$ cat config.mk
export PLATFORM = sky130hd
export DESIGN_NAME = microcode_sequencer
export DESIGN_NICKNAME = d
export VERILOG_FILES = /design/src/rtl/microcode_sequencer_pkg.sv /design/src/rtl/microcode_sequencer_counter.sv /design/src/rtl/microcode_sequencer.sv
export SDC_FILE = /design/constraint.sdc
export NUM_CORES = 1
export LEC_CHECK = 0
export ABC_AREA = 1
export CORE_MARGIN = 10
export CORE_UTILIZATION = 30
export DETAILED_ROUTE_END_ITERATION = 10
export DONT_BUFFER_PORTS = 1
export PLACE_DENSITY = 0.45
export SKIP_LAST_GASP = 1
export SLEW_MARGIN = 20
export SYNTH_ARGS = -nofsm -noshare
export SYNTH_HDL_FRONTEND = slang
export SYNTH_SLANG_ARGS = --single-unit
$ cat constraint.sdc
create_clock -name clk -period 2.5 [get_ports clk]
set_input_delay 0.75 -clock clk [delete_from_list [all_inputs] [get_ports clk]]
set_output_delay 0.75 -clock clk [all_outputs]
set_load 0.01 [all_outputs]
$ cat src/rtl/microcode_sequencer_pkg.sv
// Shared definitions for the micro-program sequencer, its decoder and the ROM model.
package microcode_sequencer_pkg;

  // Default geometry of the micro-program store.
  localparam int UC_ADDR_W     = 5;
  localparam int UC_WORD_W     = 35;
  localparam int UC_START_ADDR = 0;
  localparam int UC_HALT_ADDR  = 31;
  localparam int UC_CNT_W      = 16;

  // Sequencer state encodings. Five states need three bits.
  localparam logic [2:0] S_IDLE  = 3'd0;
  localparam logic [2:0] S_FETCH = 3'd1;
  localparam logic [2:0] S_LATCH = 3'd2;
  localparam logic [2:0] S_WAIT  = 3'd3;
  localparam logic [2:0] S_HALT  = 3'd4;

  // True while a micro-program is actively being fetched or executed.
  function automatic logic state_is_busy(input logic [2:0] st);
    return (st == S_FETCH) || (st == S_LATCH) || (st == S_WAIT);
  endfunction

endpackage

$ cat src/rtl/microcode_sequencer_counter.sv
// Saturating counter of retired microinstructions. Named useq_counter for reuse by the decoder team.
module useq_counter #(
  parameter int W = 16
) (
  input  logic         clk,
  input  logic         rst_i,
  input  logic         clr_i,
  input  logic         en_i,
  output logic [W-1:0] cnt_o
);

  logic [W-1:0] cnt_q;
  logic [W-1:0] cnt_d;

  // Clear wins over increment; the count sticks at all-ones instead of wrapping.
  always_comb begin
    cnt_d = cnt_q;
    if (clr_i) begin
      cnt_d = '0;
    end else if (en_i && (cnt_q != {W{1'b1}})) begin
      cnt_d = cnt_q + 1'b1;
    end
  end

  // Count register with asynchronous reset.
  always_ff @(posedge clk or posedge rst_i) begin
    if (rst_i) begin
      cnt_q <= '0;
    end else begin
      cnt_q <= cnt_d;
    end
  end

  assign cnt_o = cnt_q;

endmodule

$ cat src/rtl/microcode_sequencer.sv
// Micro-program sequencer: owns the micro-PC, addresses the sync ROM, registers the
// fetched word for the decoder and advances on the decoder's NXTADD.
module microcode_sequencer
  import microcode_sequencer_pkg::*;
#(
  parameter int ADDR_W     = UC_ADDR_W,
  parameter int WORD_W     = UC_WORD_W,
  parameter int START_ADDR = UC_START_ADDR,
  parameter int HALT_ADDR  = UC_HALT_ADDR,
  parameter int CNT_W      = UC_CNT_W
) (
  input  logic              clk,
  input  logic              reset,
  input  logic              start,
  input  logic              stall,
  output logic [ADDR_W-1:0] rom_addr,
  input  logic [WORD_W-1:0] rom_data,
  output logic [WORD_W-1:0] romin,
  output logic              romin_valid,
  input  logic [ADDR_W-1:0] nxt_add,
  input  logic              nxt_valid,
  output logic              busy,
  output logic              done,
  output logic              seq_err,
  output logic [CNT_W-1:0]  uinst_cnt
);

  localparam logic [ADDR_W-1:0] START_PC = ADDR_W'(START_ADDR);
  localparam logic [ADDR_W-1:0] HALT_PC  = ADDR_W'(HALT_ADDR);

  logic [2:0]        state_q, state_d;
  logic [ADDR_W-1:0] upc_q, upc_d;
  logic [WORD_W-1:0] romin_q, romin_d;
  logic              seq_err_q, seq_err_d;
  logic              cnt_clr;
  logic              cnt_en;

  // Next-state logic; a stalled cycle leaves every register untouched.
  always_comb begin
    state_d   = state_q;
    upc_d     = upc_q;
    romin_d   = romin_q;
    seq_err_d = seq_err_q;
    cnt_clr   = 1'b0;
    cnt_en    = 1'b0;
    if (!stall) begin
      // NXTADD arriving when no word is outstanding means the decoder lost sync.
      if (nxt_valid && (state_q != S_WAIT)) begin
        seq_err_d = 1'b1;
      end
      case (state_q)
        S_IDLE, S_HALT: begin
          if (start) begin
            state_d = S_FETCH;
            upc_d   = START_PC;
            cnt_clr = 1'b1;
          end
        end
        S_FETCH: begin
          // ROM access cycle: address presented, data arrives next cycle.
          state_d = S_LATCH;
        end
        S_LATCH: begin
          romin_d = rom_data;
          state_d = S_WAIT;
        end
        S_WAIT: begin
          // start is ignored here, so nxt_valid naturally wins.
          if (nxt_valid) begin
            cnt_en = 1'b1;
            if (nxt_add == HALT_PC) begin
              state_d = S_HALT;
            end else begin
              upc_d   = nxt_add;
              state_d = S_FETCH;
            end
          end
        end
        default: begin
          state_d = S_IDLE;
        end
      endcase
    end
  end

  // Sequencer state registers; reset aborts any program and clears romin.
  always_ff @(posedge clk or posedge reset) begin
    if (reset) begin
      state_q   <= S_IDLE;
      upc_q     <= START_PC;
      romin_q   <= '0;
      seq_err_q <= 1'b0;
    end else begin
      state_q   <= state_d;
      upc_q     <= upc_d;
      romin_q   <= romin_d;
      seq_err_q <= seq_err_d;
    end
  end

  useq_counter #(
    .W (CNT_W)
  ) u_cnt (
    .clk   (clk),
    .rst_i (reset),
    .clr_i (cnt_clr),
    .en_i  (cnt_en),
    .cnt_o (uinst_cnt)
  );

  // romin_valid marks the LATCH cycle; a stall suppresses it until LATCH really completes.
  assign romin_valid = (state_q == S_LATCH) && !stall;
  assign rom_addr    = upc_q;
  assign romin       = romin_q;
  assign busy        = state_is_busy(state_q);
  assign done        = (state_q == S_HALT);
  assign seq_err     = seq_err_q;

endmodule

==> results summary <==
In this run, post-CTS repair resized a total of 0 instances. The slew at the pin with the worst max-slew slack came out at 0.674 ns. Excluding fillers, the count of instances in the completed layout stands at 484. The number of DRC violations after detailed-routing iteration 0 came out at 147. The placement-stage cell area is 0.00295 mm^2. The count of fill cells added during filler insertion is 981.

TritonCTS built the clock tree. The total global routing track utilization came out at 0.114. The I/O pin total came out at 105. The combined buffer and inverter count along the critical path came out at 1. The antenna diode count is 0. Setup total negative slack on the finished layout was measured at 0 ns. The minimum period implied by the final worst setup slack came out at 2.10 ns. The worst-case clock buffer depth is 2. The number of buffers added by the clock tree synthesis step came out at 9. The critical path start-end classification is flop to primary output. Setup repair after global routing left no endpoint under its margin. The critical path goes through nor2_1 -> inv_1 -> nor2_1. The routed wire length is 7710 um. The pin count of the biggest net entering global routing came out at 61. The sequential area share after synthesis came out at 0.532. The remaining global-route overflow is 0. The final max-slew violation count is 0. The post-synthesis cell count is 363.

The proportion of total power due to net switching came out at 0.374. The number of detailed-route iterations in the first pass came out at 4. STA classifies the critical path startpoint as a flop. The DRC violations left is 0.

The number of cells after detailed placement came out at 468. For this configuration, the core starts out at a cell density of 0.307. The tree is rooted in a sky130_fd_sc_hd__clkbuf_8. In the detailed route, the total length drawn on met3 is 836 um. The maximum VDD drop is 0.410 mV. The later pin in the worst-skew pair is clocked with a latency of 0.34 ns. The area added between synthesis and finish came out at 13.2%. The internal power is 2.18 mW.

The count of max-cap constraint violations is 0. The number of core rows came out at 35. The combined area of all synthesized cells is 0.00282 mm^2. Once detail routing completed, the nets flagged for antenna violations numbered 0. The maximum fanout along the worst path is 5. The highest layer touched by signal routing is met4. The cell area after layout came out at 0.00319 mm^2. The power per cell area came out at 1090 mW/mm^2. The share of total power in the clock network is 0.312. The vias after detailed routing came out at 2274. The die boundary height is 117 um. The portion of total power attributed to sequential cells came out at 0.494. Dividing the detail-routed wire length by the instance count gives 15.9 um. The ratio of routed vias to standard cells came out at 4.70. The leakage component of the power is 1.66 nW. For this block, wires on met1 add up to 3140 um. The floorplan step defined a die boundary enclosing 0.0137 mm^2. The number of nets in the final layout came out at 414. The placed wire-length estimate came out at 5610 um. The most numerous cell type found on the critical path is sky130_fd_sc_hd__nor2_1. The path class of the tightest hold or removal check is input pin to asynchronous set/reset pin. Based on the critical path, the design can be clocked at up to 477 MHz.

The floorplan step set the die width to 117 um. The headroom to the max-slew limit is 0.549. CTS saw 60 sinks.

The flow ran to the end, and the final reports show no timing, DRC or antenna violations. The kind of end point of the critical path is a primary output. Of the total power, combinational logic draws 0.195. The fraction of the cycle the final worst path needs is 0.838. The initial antenna violation count came to 0.

The number of setup violations in the final report is 0. A synthesized cell averages 7.77 um^2. The switching power summed over all nets came out at 1.31 mW.

At the end of routability-driven placement, the weighted congestion stood at 0.768. The number of port buffers came out at 0. The H-tree depth came out at 3. The cell with the largest stage delay on the worst path is sky130_fd_sc_hd__dfrtp_1. The area of combinational cells with multiple inputs came out at 0.00117 mm^2. The number of synthesized register bits is 60. After clock tree synthesis, the flow added hold-fix buffers numbering 0.

The area of the placeable core came out at 0.00920 mm^2. The count of distinct cell types in the synthesized netlist came out at 22. The number of global-route vias before repair came out at 2197. STA puts the critical path data required time at 1.75 ns. The cell family contributing the most delay on the critical path is flip-flops. The count of synthesis-stage warnings from yosys came out at 0.

The largest stage delay on the critical path came out at 0.45 ns. Summing all flip-flop and latch instances after layout gives 0.00150 mm^2. The worst clock skew is 0.0103 ns. After clock tree synthesis, the clock-pin slew on the worst setup and hold paths is 0.07 ns.

Wire segments on met2 add up to 3630 um in the final route. Of the cells placed in the final design, the portion with a size suffix greater than 1 is 0.0992. Synthesis produced a netlist with a net count of 409. The first global-routing pass estimated 12100 um of wire. The final number of hold-violating endpoints came out at 0. The number of setup buffers added after CTS is 0. The critical path arrival is 1.35 ns.
==> logic make-up (layout without fill, tap and decap cells) <==
group	Yosys count	in the layout	share of synthesized area
compound gates	13	13	0.0270
xor+xnor	3	3	0.00931
fa+ha+maj	1	1	0.00443
buf+inv	34	44	0.0528
flops	60	60	0.532
simple gates	252	252	0.374
==> layout make-up <==
type / instances / share of cell area
inverter: 24 / 0.0290
clock inverter: 7 / 0.0388
clock buffer: 9 / 0.0388
timing repair buffer: 4 / 0.0133
sequential: 60 / 0.470
tap: 111 / 0.0435
multi-input combinational: 269 / 0.367
==> Yosys cell counts, drive strengths merged <==
library cell,number,area share
clkbuf,5,0.0067
nand4,4,0.0089
dfrtp,60,0.53
xor2,2,0.0062
o21ai,10,0.019
o21bai,3,0.0080
nor3,1,0.0058
nand2,180,0.24
inv,24,0.033
or2,3,0.0067
buf,5,0.013
nor2,26,0.044
nand3,38,0.067
ha,1,0.0044
xnor2,1,0.0031
==> flip-flops by register name, indices dropped and copies added, names as in the netlist <==
signal / cells
romin: 35
rom_addr: 5
state_q: 3
u_cnt.cnt_o: 16
seq_err: 1
==> layout by cell type, fill, tap and decap left out, types with 3 or more instances in the layout <==
master	Yosys	layout
sky130_fd_sc_hd__o21bai_1	3	3
sky130_fd_sc_hd__buf_4	0	3
sky130_fd_sc_hd__nand2_1	178	178
sky130_fd_sc_hd__nor2_4	3	3
sky130_fd_sc_hd__or2_2	3	3
sky130_fd_sc_hd__nand4_1	4	4
sky130_fd_sc_hd__nor2_1	21	21
sky130_fd_sc_hd__o21ai_0	9	9
sky130_fd_sc_hd__bufinv_16	0	3
sky130_fd_sc_hd__clkbuf_8	0	9
sky130_fd_sc_hd__inv_2	3	4
sky130_fd_sc_hd__dfrtp_1	60	60
sky130_fd_sc_hd__nand3_1	38	38
sky130_fd_sc_hd__inv_1	20	19
==> routing by layer <==
layer / up-vias / track usage
li1: 1145 / -
met2: 70 / 0.170
met1: 1050 / 0.132
met5: - / 0
met4: 0 / 0.0494
met3: 9 / 0.0607
==> power groups by stage <==
stage                     Combinational [mW]  Clock [mW]  Sequential, mW
after floorplan                        0.567           0            1.63
after global placement                 0.683           0            1.76
after detailed placement               0.703           0            1.75
after CTS                              0.695        1.13            1.74
after global routing                   0.805        1.18            1.78
final                                  0.678        1.09            1.72
==> final timing paths <==
check | cells past startpoint | to | start | slack, ns
worst max-delay path | 3 | done | state_q[0] | 0.40
max in group asynchronous | 2 | u_cnt.cnt_o[5] | reset | 1.85
worst max register to register | 8 | u_cnt.cnt_o[2] | u_cnt.cnt_o[1] | 0.55
min in group clk | 2 | romin[29] | rom_data[29] | 0.52
worst min register to register | 2 | romin[20] | romin[20] | 0.55
worst min-delay path | 2 | u_cnt.cnt_o[8] | reset | 0.34
==> metrics by stage <==
step	hold slack (ns)	worst slack [ns]	utilization	total power, mW
3_3_place_gp	0.539	0.662	0.320	2.44
2_1_floorplan	0.508	0.265	-	2.20
3_5_place_dp	0.541	0.594	0.320	2.45
4_1_cts	0.362	0.353	0.347	3.57
6_report	0.340	0.404	0.347	3.49
5_1_grt	0.373	0.259	0.347	3.77
Power figures use the tool's default switching activity.
